[config.mk]
export PLATFORM = sky130hd
export DESIGN_NAME = bc_skid_buffer
export DESIGN_NICKNAME = d
export VERILOG_FILES = /design/src/rtl/bc_skid_pkg.sv /design/src/rtl/bc_sat_cnt.sv /design/src/rtl/bc_skid_buffer.sv
export SDC_FILE = /design/constraint.sdc
export NUM_CORES = 1
export LEC_CHECK = 0
export ABC_AREA = 1
export CORE_MARGIN = 4
export CORE_UTILIZATION = 50
export CTS_BUF_LIST = sky130_fd_sc_hd__clkbuf_8 sky130_fd_sc_hd__clkbuf_16
export DETAILED_ROUTE_END_ITERATION = 8
export PLACE_DENSITY_LB_ADDON = 0.2
export RECOVER_POWER = 100
export SYNTH_ARGS = -nofsm -noshare
export SYNTH_HDL_FRONTEND = slang
export SYNTH_HIERARCHICAL = 1
export SYNTH_SLANG_ARGS = --single-unit
[constraint.sdc]
create_clock -name clk -period 1.8 [get_ports clk]
set_clock_uncertainty 0.1 [all_clocks]
set_input_delay 0.45 -clock clk [delete_from_list [all_inputs] [get_ports clk]]
set_output_delay 0.45 -clock clk [all_outputs]
set_load 0.005 [all_outputs]
[src/rtl/bc_skid_pkg.sv]
// Shared types and constants for the bc_skid_buffer register slice.
// The state encoding is chosen so that the state register bits are
// directly the registered oVld/oRdy outputs: bit 1 = valid, bit 0 = ready.
package bc_skid_pkg;

  localparam int STALL_CNT_W = 16;

  typedef enum logic [1:0] {
    EMPTY = 2'b01,  // nothing held, ready for data
    ONE   = 2'b11,  // main holds a word, skid free
    FULL  = 2'b10   // main and skid both hold words
  } state_t;

endpackage : bc_skid_pkg

[src/rtl/bc_sat_cnt.sv]
// Generic saturating up-counter with synchronous active-high clear.
// Counts one per cycle while inc is high and holds at all-ones.
module bc_sat_cnt #(
  parameter int W = 16
) (
  input  logic         clk,
  input  logic         clr,
  input  logic         inc,
  output logic [W-1:0] cnt
);

  // Count register: clear wins, then increment until all-ones.
  always_ff @(posedge clk) begin
    // NOTE: clocked state uses non-blocking (<=) so every flop samples pre-edge values.
    if (clr) begin
      cnt <= '0;
    end else if (inc && (cnt != '1)) begin
      cnt <= cnt + W'(1);
    end
  end

endmodule : bc_sat_cnt

[src/rtl/bc_skid_buffer.sv]
// Two-entry valid/ready skid buffer. All outputs come straight from flops,
// so there is no combinational path from iRdy to oRdy or from iVld/iDat
// to oVld/oDat. Words leave in strict FIFO order.
// Optional feature: define BC_SKID_STALL_CNT_EN to add oStallCnt, a
// saturating count of cycles with oVld high and iRdy low.
module bc_skid_buffer
  import bc_skid_pkg::*;
#(
  parameter int               WIDTH    = 32,
  parameter logic [WIDTH-1:0] INI_DATA = '0
) (
  input  logic             clk,
  input  logic             rst,
  input  logic             iVld,
  output logic             oRdy,
  input  logic [WIDTH-1:0] iDat,
  output logic             oVld,
  input  logic             iRdy,
  output logic [WIDTH-1:0] oDat
`ifdef BC_SKID_STALL_CNT_EN
  ,
  output logic [STALL_CNT_W-1:0] oStallCnt
`endif
);

  state_t           state_q;
  state_t           state_nxt;
  logic [WIDTH-1:0] main_q;
  logic [WIDTH-1:0] skid_q;

  logic push;
  logic pop;
  logic load_main;
  logic main_from_skid;
  logic load_skid;

  // Handshakes use only registered outputs, so they never feed back combinationally.
  assign push = iVld && oRdy;
  assign pop  = oVld && iRdy;

  // State register; reset discards both entries and overrides any push/pop.
  always_ff @(posedge clk) begin
    if (rst) begin
      state_q <= EMPTY;
    end else begin
      state_q <= state_nxt;
    end
  end

  // Next-state decode from occupancy and the two handshakes.
  always_comb begin
    // NOTE: assign a default first so every path drives the signal and no latch is inferred.
    state_nxt = state_q;
    case (state_q)
      EMPTY:   if (push) state_nxt = ONE;
      ONE: begin
        if (push && !pop)      state_nxt = FULL;
        else if (!push && pop) state_nxt = EMPTY;
      end
      FULL:    if (pop) state_nxt = ONE;
      default: state_nxt = EMPTY;
    endcase
  end

  // Output and datapath-control decode; handshake outputs are the state bits.
  always_comb begin
    oVld           = state_q[1];
    oRdy           = state_q[0];
    load_main      = 1'b0;
    main_from_skid = 1'b0;
    load_skid      = 1'b0;
    case (state_q)
      EMPTY: load_main = push;
      ONE: begin
        load_main = push && pop;
        load_skid = push && !pop;
      end
      FULL: begin
        load_main      = pop;
        main_from_skid = 1'b1;
      end
      default: ;
    endcase
  end

  // Data registers load only on the transitions that move a word into them.
  always_ff @(posedge clk) begin
    // NOTE: only two storage words, and their reset value is architecturally visible on oDat, so both are reset.
    if (rst) begin
      main_q <= INI_DATA;
      skid_q <= INI_DATA;
    end else begin
      if (load_main) main_q <= main_from_skid ? skid_q : iDat;
      if (load_skid) skid_q <= iDat;
    end
  end

  assign oDat = main_q;

`ifdef BC_SKID_STALL_CNT_EN
  bc_sat_cnt #(
    .W(STALL_CNT_W)
  ) u_stall_cnt (
    .clk(clk),
    .clr(rst),
    .inc(oVld && !iRdy),
    .cnt(oStallCnt)
  );
`endif

endmodule : bc_skid_buffer
-- After elaboration in Yosys (flattened, before gate mapping)
Index checks and enable logic that the tools add are counted.
- equal/unequal tests: 6
- mux-type cells: 9
- reductions and logical operators: 8
- operators with widths (operator ; count):
    32-bit 2-to-1 mux ; 1
    2-bit 2-to-1 mux ; 4
    2-bit one-hot mux with 3 select lines ; 1
    1-bit logical AND ; 5
    2-bit == test, second input constant ; 2
    2-bit inequality test, second input constant ; 2
    3-bit inequality test, second input constant ; 1
    1-bit one-hot mux with 3 select lines ; 1
    3-bit AND reduction ; 1
    2-bit by 1-bit == test with 1-bit output, second input constant ; 1
    1-bit logical NOT ; 2
    1-bit 2-to-1 mux ; 2
- bits in registers: 66
- input port bits: 36
- output and inout bits: 34
- logic and storage cells: 26

-- Longest topological paths before layout
Gate-level depths: netlist of the first run.
- depth in word-level cells: 6
- depth in mapped cells: 9
- mapped depth without buffers: 8

-- Worst setup path before layout of the first run
OpenSTA, ideal clock, no wires.
- path type: reg2reg
- from: register state_q[0]
- to: register main_q[0] (netlist: oDat[0])
- setup time: 115 ps
- arrival: 1402 ps
- required time: 1585 ps
- path slack: 183 ps
- stages on the path, launching flop included: 9
- buffers on the path: 2
- period minus slack after synthesis: 1617 ps
- cells stage by stage: dfxtp_1 -> inv_1 -> ha_1 -> buf_4 -> nand2_1 -> nand3_4 -> buf_6 -> a21oi_1 -> nor2_1
- cells in the longest elaborated chain, start to end: 3
- elaborated cells between the ends (all ways): 8
- classes of those cells: eq/ne (3); mux (3); reduce/logical (2)
- ends and longest elaborated chain (element ; RTL line ; source):
    start: declaration ; bc_skid_buffer.sv:26 ; state_t state_q;
    start signal: assignment ; bc_skid_buffer.sv:46 ; state_q <= state_nxt;
    2-bit == test or 1-bit logical AND (tied branches) ; bc_skid_buffer.sv:72, bc_skid_buffer.sv:38 ;
    1-bit 2-to-1 mux or 1-bit logical AND (tied branches) ; bc_skid_buffer.sv:72, bc_skid_buffer.sv:75 ;
    32-bit 2-to-1 mux or 1-bit one-hot mux with 3 select lines (tied branches) ; bc_skid_buffer.sv:93, bc_skid_buffer.sv:72 ;
    end signal: assignment ; bc_skid_buffer.sv:93 ; if (load_main) main_q <= main_from_skid ? skid_q : iDat;
    end: declaration ; bc_skid_buffer.sv:28 ; logic [WIDTH-1:0] main_q;
Parallel ways exist; a longest one is shown, timed or not.
A chain may end at the register's enable or synchronous reset.

-- Final worst setup path of the first run
- from: register main_q[25] (netlist: oDat[25])
- to: output port oDat[25]
- RTL lines (element ; RTL line ; source):
    end: declaration ; bc_skid_buffer.sv:19 ; output logic [WIDTH-1:0] oDat
No word-level cell between the ends.

==> results of run 1 <==
## path summary, 6_finish.rpt
path	start	endpoint	slack [ns]	cells past startpoint
hold / removal	skid_q[2]$_SDFFE_PP0P_	skid_q[2]$_SDFFE_PP0P_	0.38	2
hold reg to reg	skid_q[2]$_SDFFE_PP0P_	skid_q[2]$_SDFFE_PP0P_	0.38	2
setup / recovery	oDat[25]$_SDFFE_PP0P_	oDat[25]	0.04	1
setup reg to reg	state_q[0]$_SDFFE_PP1P_	oDat[8]$_SDFFE_PP0P_	0.14	8
## area by class of cell
cell class / instances / area share
Clock inverter: 5 / 0.0133
Inverter: 8 / 0.00740
Sequential cell: 66 / 0.328
Multi-Input combinational cell: 283 / 0.366
Clock buffer: 11 / 0.0373
Tap cell: 75 / 0.0231
Timing Repair Buffer: 86 / 0.226
## layout by cell type, fill, tap and decap left out, types with 3 or more instances in the layout
master,instances
sky130_fd_sc_hd__o21ai_0,32
sky130_fd_sc_hd__dfxtp_1,64
sky130_fd_sc_hd__nand2_1,43
sky130_fd_sc_hd__mux2i_1,32
sky130_fd_sc_hd__clkdlybuf4s50_1,69
sky130_fd_sc_hd__inv_2,4
sky130_fd_sc_hd__buf_4,8
sky130_fd_sc_hd__nor2_1,98
sky130_fd_sc_hd__clkbuf_8,11
sky130_fd_sc_hd__ha_1,3
sky130_fd_sc_hd__buf_12,8
sky130_fd_sc_hd__a21oi_1,23
sky130_fd_sc_hd__nand3_1,37
sky130_fd_sc_hd__inv_1,5
sky130_fd_sc_hd__a21oi_2,10
## what timing repair did
action	in CTS	in global routing
gates resized for setup	2	2
pin swaps	0	0
setup endpoints to repair	2	2
cloned	0	0
## layer usage
layer | track usage | vias up | part of all wire
met2 | 0.294 | 63 | 0.48
met1 | 0.233 | 1224 | 0.46
met4 | 0.0835 | 0 | 0.0092
li1 | - | 1410 | -
met3 | 0.0413 | 6 | 0.055
met5 | 0 | - | 0
## power groups by stage
stage	combinational (mW)	sequential, mW	clock, mW
finish	2.84	2.16	1.26
global route	3.12	2.22	1.35
CTS	2.88	2.16	1.28
detailed placement	2.86	2.18	0
global placement	2.81	2.17	0
floorplan	1.80	2.17	0
## flip-flops by register name, indices dropped and copies added (netlist names)
register  count
oDat         32
skid_q       32
state_q       2
## synthesized netlist by cell type
cell,count,share of area
sky130_fd_sc_hd__dfxtp_1,66,0.43
sky130_fd_sc_hd__a21oi_1,23,0.038
sky130_fd_sc_hd__clkbuf_4,2,0.0049
sky130_fd_sc_hd__inv_1,5,0.0062
sky130_fd_sc_hd__nand2_1,42,0.052
sky130_fd_sc_hd__buf_8,1,0.0049
sky130_fd_sc_hd__buf_6,5,0.018
sky130_fd_sc_hd__buf_2,5,0.0082
sky130_fd_sc_hd__a21oi_2,10,0.029
sky130_fd_sc_hd__nand3_2,2,0.0066
sky130_fd_sc_hd__nand2_2,2,0.0041
sky130_fd_sc_hd__ha_1,4,0.016
sky130_fd_sc_hd__nand3_1,36,0.059
sky130_fd_sc_hd__o21ai_0,32,0.053
sky130_fd_sc_hd__mux2i_1,32,0.11
sky130_fd_sc_hd__buf_4,6,0.015
sky130_fd_sc_hd__nand3_4,1,0.0058
sky130_fd_sc_hd__inv_2,3,0.0037
sky130_fd_sc_hd__nor2_1,98,0.12
sky130_fd_sc_hd__nand4_1,1,0.0021
sky130_fd_sc_hd__clkbuf_1,11,0.014
## cell families after synthesis
logic type	after synthesis	synth area share
AND/OR/NAND/NOR	182	0.250
flip-flops	66	0.434
AO/OA/AOI/OAI	65	0.119
buffers and inverters	38	0.0748
multiplexers	32	0.105
adder cells (fa/ha/maj)	4	0.0164
## stage by stage
stage | cell area [sq um] | utilization
2_1_floorplan | 3040 | -
3_3_place_gp | 3860 | 0.652
3_5_place_dp | 3860 | 0.652
4_1_cts | 4070 | 0.687
5_1_grt | 4060 | 0.685
6_report | 4060 | 0.685
## worst register-to-register path, cell delays in order, from the launching register on
cell and delay, ns:
sky130_fd_sc_hd__dfxtp_4 0.36, sky130_fd_sc_hd__inv_1 0.08, sky130_fd_sc_hd__ha_2 0.23, sky130_fd_sc_hd__nand2_1 0.07
sky130_fd_sc_hd__nand3_1 0.28, sky130_fd_sc_hd__buf_12 0.23, sky130_fd_sc_hd__nand3_1 0.11, sky130_fd_sc_hd__nand2_1 0.08
sky130_fd_sc_hd__nor2_1 0.04
==> run_results.csv, run 1 <==
group,metric,value,unit
floorplanning,num_rows,28,
power_and_ir_drop,sw_frac_of_total,0.352,
sta,maxSlewHeadroom,0.773,
sta,unrepaired_setup_endpoints_after_global_routing,"no",
cells_and_area,area_growth_syn_to_layout,33.3,%
setup_path,path_buf_inv,1,
setup_path,setup.worst_path.end_class,"primary output",
route,drt_first_pass_iters,5,
floorplanning,floorplan.initialDensity,0.514,
clock_tree,postCtsSetupBuffers,0,
synth,postSynthCellCount,387,
setup_path,cp.arrival,1.21,ns
route,vias,2703,
power_and_ir_drop,powerDensity,1540,mW/mm^2
sta,layout_setup_ws,0.0395,ns
route,route.detailed.wl_per_inst,12.6,um
synth,yosysUniqueCellTypes,21,
power_and_ir_drop,sequentialPowerShare,0.345,
route,drt_iter0_markers,109,
cells_and_area,seqCellArea,0.00133,sq mm
floorplanning,die_width,86.0,um
power_and_ir_drop,power.total,6.26,mW
setup_path,peak_per_stage_delay_on_the_critical_path,0.51,ns
route,vias_per_cell,5.06,
route,drc,0,
global_routing,first_pass_grt_wire_length,11000,um
global_routing,globalRoute.totalOverflow,0,
synth,synth.yosys.seq_area_share,0.434,
setup_path,critical_path.cell_chain,"clkdlybuf4s50_1",
sta,worstMarginPinSlew,0.339,ns
setup_path,crit_required,1.25,ns
sta,setup_tns,0,ns
setup_path,cpLargestDelayFamily,"buffers and inverters",
clock_tree,number_of_h_tree_levels,3,
synth,synth.net_count,427,
global_routing,track_usage,0.183,
setup_path,timing.critical_path.from_type,"register",
hold_path,hold_path.class,"register to register",
power_and_ir_drop,p_switching,2.21,mW
place,number_of_placed_instances_taps_included,518,
clock_tree,clock_tree.root_cell,"sky130_fd_sc_hd__clkbuf_8",
place,detailedPlacementHpwl,4550,um
clock_tree,clk-insertion-delay-late,0.33,ns
job,max_cap_viol_count,0,
setup_path,cpMaxStageDelayCell,"sky130_fd_sc_hd__clkdlybuf4s50_1",
setup_path,critical_path_peak_fanout,2,
place,globalplace.congestion,0.764,
clock_tree,cts_hold_buf,0,
synth,synth.ff_latch_count,66,
cells_and_area,antenna_cells,0,
global_routing,grt_pass1_vias,2455,
cells_and_area,nNetsFinal,494,
global_routing,grt_antenna_before_repair,0,
power_and_ir_drop,peakVddDrop,0.000970,V
place,preCtsSetupSlack,-0.143,ns
synth,syn-mean-instance-area,7.87,sq um
sta,fin_worst_hold_slack,0.383,ns
clock_tree,clock_path_buffers,2,
floorplanning,die_area,0.00740,sq mm
sta,drv_slew,0,
sta,maxClockFrequency,568,MHz
clock_tree,cts_tree,"built",
floorplanning,design.core.area,0.00592,sq mm
power_and_ir_drop,clockPowerShare,0.202,
cells_and_area,stdcell_count,534,
status,status,"finished clean",
clock_tree,cts_made_buffers,9,
sta,final.period_utilization,0.978,
power_and_ir_drop,power.share.combinational,0.453,
place,portBuffers,69,
route,drt_wl_total,6730,um
cells_and_area,fill_cells,498,
synth,yosysWarningCount,6,
sta,final_period_minus_worst_setup_slack,1.76,ns
power_and_ir_drop,p_int,4.05,mW
route,detail-route-antenna-nets,0,
setup_path,timing.setup.critical_path_class,"register to primary output",
sta,timing_hold_violations_final,0,
synth,syn-cell-area,0.00304,sq mm
sta,report.final.setup_viol,0,
cells_and_area,drive_gt1_frac,0.113,
global_routing,largest_net_degree_at_the_start_of_global_routing,55,
clock_tree,worst_setup_hold_path_clk_slew,0.07,ns
floorplanning,fp.dieH,86.0,um
power_and_ir_drop,power_leakage,1.57,nW
clock_tree,clock_sink_count,66,
cells_and_area,area_occupied_by_multi_input_gates,0.00148,sq mm
floorplanning,top_level_ports,70,
Note: power is estimated with default switching activity, not from simulation.
==> run 2: changes to the inputs <==
- ABC_AREA: 1 -> unset
- CORE_UTILIZATION: 50 -> 49
==> run 2 against run 1 <==
Core utilization up 6.3 points. Largest power group unchanged. Sequential power down 8%. Clock power about the same. Synthesized cell count down 11%.
==> run_results.csv, run 2 <==
group,metric,value,unit
clock_tree,clk-insertion-delay-late,0.34,ns
status,status,"finished clean",
sta,drv_slew,0,
clock_tree,worst_setup_hold_path_clk_slew,0.08,ns
global_routing,grt_pass1_vias,2645,
clock_tree,clock_path_buffers,2,
floorplanning,top_level_ports,70,
route,vias_per_cell,5.84,
synth,synth-edff-count,0,
synth,synth.yosys.seq_area_share,0.460,
clock_tree,cts_made_buffers,9,
place,detailedPlacementHpwl,4420,um
floorplanning,floorplan.initialDensity,0.513,
setup_path,timing.critical_path.from_type,"register",
setup_path,worst_reg2reg_path_length_in_cells,7,
synth,syn-cell-area,0.00288,sq mm
clock_tree,cts_tree,"built",
cells_and_area,layout.cells.most_common,"sky130_fd_sc_hd__nand2_1",
global_routing,track_usage,0.225,
setup_path,cp.arrival,1.94,ns
synth,syn-mean-instance-area,8.33,sq um
power_and_ir_drop,p_switching,2.08,mW
setup_path,critical_path.cell_chain,"buf_4, inv_2, ha_4, nand3_4, o211a_4, or3_1, a21oi_1",
synth,synth.top_cell.area_share,0.460,
power_and_ir_drop,clockPowerShare,0.211,
power_and_ir_drop,power.total,5.88,mW
setup_path,path_buf_inv,2,
power_and_ir_drop,peakVddDrop,0.000792,V
clock_tree,clock_tree.root_cell,"sky130_fd_sc_hd__clkbuf_8",
synth,synth_ff_type,"sky130_fd_sc_hd__dfxtp_1",
cells_and_area,area_growth_syn_to_layout,45.8,%
setup_path,critical_path.reg2reg.endpoint,"oDat[19]$_SDFFE_PP0P_",
cells_and_area,antenna_cells,0,
route,drt_iter0_markers,195,
power_and_ir_drop,sw_frac_of_total,0.354,
setup_path,critical_path_peak_fanout,8,
setup_path,ff2ff_setup_slack,0.03,ns
sta,report.final.setup_viol,0,
floorplanning,num_rows,27,
sta,final.period_utilization,0.985,
synth,synth.top_cells.by_area,"sky130_fd_sc_hd__dfxtp_1 46%, sky130_fd_sc_hd__mux2i_1 11%, sky130_fd_sc_hd__a21oi_1 11%, sky130_fd_sc_hd__nand2_1 8.7%, sky130_fd_sc_hd__or3_1 7.0%",
hold_path,hold-path-endpoint,"state_q[0]$_SDFFE_PP1P_",
power_and_ir_drop,p_int,3.80,mW
place,globalplace.congestion,0.797,
sta,timing_hold_violations_final,0,
setup_path,crit_required,1.97,ns
route,drt_wl_total,8800,um
synth,postSynthCellCount,345,
power_and_ir_drop,power.share.combinational,0.453,
cells_and_area,fill_cells,432,
route,drt_first_pass_iters,5,
hold_path,hold_path.class,"input port to register",
sta,setup_tns,0,ns
setup_path,timing.rr.start,"state_q[1]$_SDFFE_PP0P_",
floorplanning,design.core.area,0.00561,sq mm
synth,async_flop_share,0,
cells_and_area,nNetsFinal,459,
power_and_ir_drop,power_leakage,1.41,nW
synth,synth.net_count,385,
setup_path,cpLargestDelayFamily,"simple AND/OR/NAND/NOR gates",
global_routing,grt_antenna_before_repair,0,
sta,final_period_minus_worst_setup_slack,1.77,ns
synth,synth.ff_latch_count,66,
route,vias,2884,
job,max_cap_viol_count,0,
power_and_ir_drop,powerDensity,1400,mW/mm^2
clock_tree,cts_hold_buf,0,
hold_path,worst_hold_startpoint,"rst",
cells_and_area,drive_gt1_frac,0.154,
sta,maxClockFrequency,564,MHz
clock_tree,clock_sink_count,66,
global_routing,largest_net_degree_at_the_start_of_global_routing,67,
synth,synth_most_common_cell,"sky130_fd_sc_hd__nand2_1",
floorplanning,fp.dieH,84.6,um
floorplanning,die_area,0.00716,sq mm
synth,yosysWarningCount,6,
setup_path,setup.worst_path.end_class,"register",
setup_path,cpMaxStageDelayCell,"sky130_fd_sc_hd__or3_1",
sta,worstMarginPinSlew,0.340,ns
setup_path,timing.setup.critical_path_class,"register to register",
power_and_ir_drop,sequentialPowerShare,0.337,
cells_and_area,final_cell_mix,"66 x sky130_fd_sc_hd__nand2_1, 64 x sky130_fd_sc_hd__clkdlybuf4s50_1, 63 x sky130_fd_sc_hd__dfxtp_1, 57 x sky130_fd_sc_hd__a21oi_1, 33 x sky130_fd_sc_hd__mux2i_1",
sta,fin_worst_hold_slack,0.323,ns
route,detail-route-antenna-nets,0,
clock_tree,number_of_h_tree_levels,3,
global_routing,globalRoute.totalOverflow,0,
route,drc,0,
cells_and_area,postLayoutCoreUtil,0.748,
global_routing,first_pass_grt_wire_length,13000,um
synth,yosysUniqueCellTypes,22,
setup_path,peak_per_stage_delay_on_the_critical_path,0.37,ns
floorplanning,die_width,84.6,um
hold_path,min_delay_path_depth,3,
place,portBuffers,69,
route,route.detailed.wl_per_inst,17.8,um
synth,post_synth_most_frequent_cells,"67 x sky130_fd_sc_hd__nand2_1, 66 x sky130_fd_sc_hd__dfxtp_1, 65 x sky130_fd_sc_hd__a21oi_1",
sta,maxSlewHeadroom,0.773,
synth,synth_top_area_cell,"sky130_fd_sc_hd__dfxtp_1",
run 2: cell count changes after synthesis, sizes merged, moves of 6 or more:
| cell | before | now |
|---|---|---|
| a21oi | 33 | 65 |
| inv | 8 | 2 |
| clkbuf | 13 | 23 |
| buf | 17 | 7 |
| nor2 | 98 | 2 |
| or3 | 0 | 32 |
| nand2 | 44 | 67 |
| nand3 | 39 | 4 |
run 2: kinds of logic (layout without fill, tap and decap cells):
group / count (synthesis) / in the layout / synth area share
and+or+nand+nor: 106 / 106 / 0.171
AOI/OAI and AO/OA: 104 / 108 / 0.191
DFF: 66 / 66 / 0.460
muxes: 33 / 33 / 0.115
buffers and inverters: 32 / 105 / 0.0461
adders and majority gates: 4 / 4 / 0.0174
run 2: layout make-up:
class | count | area, sq um | area share
Clock buffer | 11 | 151 | 0.0361
Clock inverter | 3 | 40.0 | 0.00955
Inverter | 2 | 7.51 | 0.00179
Multi-Input combinational cell | 251 | 1640 | 0.390
Sequential cell | 66 | 1330 | 0.317
Tap cell | 72 | 90.1 | 0.0215
Timing Repair Buffer | 89 | 938 | 0.224
run 2: timing repair:
action	CTS	global route
resized for setup	15	26
cloned	3	2
pin swaps	3	3
setup buffers	2	0
endpoints found under the setup margin	36	47
run 2: layer usage:
layer  track usage  routed length [um]  vias up
met3        0.0559                 604       21
met4        0.0835                 199        0
met5             0                   0        -
li1              -                   -     1363
met1         0.283                3730     1377
met2         0.372                4270      123
run 2: worst max path at each step:
stage / startpoint / endpoint / slack (ns) / depth (start not counted)
4_1_cts: state_q[0]$_SDFFE_PP1P_ / oDat[13]$_SDFFE_PP0P_ / -0.008 / 6
2_1_floorplan: state_q[0]$_SDFFE_PP1P_ / state_q[1]$_SDFFE_PP0P_ / 0.007 / 7
3_5_place_dp: iRdy / oDat[9]$_SDFFE_PP0P_ / -0.46 / 5
6_report: state_q[1]$_SDFFE_PP0P_ / oDat[19]$_SDFFE_PP0P_ / 0.03 / 7
3_3_place_gp: iVld / oDat[27]$_SDFFE_PP0P_ / -0.38 / 6
5_1_grt: state_q[0]$_SDFFE_PP1P_ / oDat[26]$_SDFFE_PP0P_ / -0.04 / 5
run 2: metrics by stage:
stage	worst slack, ns	cells	cell area (sq um)
2_1_floorplan	0.00707	345	2880
3_3_place_gp	-0.385	473	3750
3_5_place_dp	-0.458	473	3750
4_1_cts	-0.00772	492	4040
5_1_grt	-0.0352	494	4190
6_report	0.0275	494	4190
run 2: tightest hold or removal path, stage by stage:
cell	delay (ns)
sky130_fd_sc_hd__buf_2	0.13
sky130_fd_sc_hd__nor2_1	0.08
sky130_fd_sc_hd__mux2i_1	0.07
run 2: power groups by stage:
stage | Sequential [mW] | Clock (mW) | Combinational [mW]
6_report | 1.98 | 1.24 | 2.66
2_1_floorplan | 1.98 | 0 | 1.09
5_1_grt | 2.02 | 1.32 | 2.83
3_3_place_gp | 1.97 | 0 | 2.02
3_5_place_dp | 1.98 | 0 | 2.08
4_1_cts | 1.96 | 1.25 | 2.35
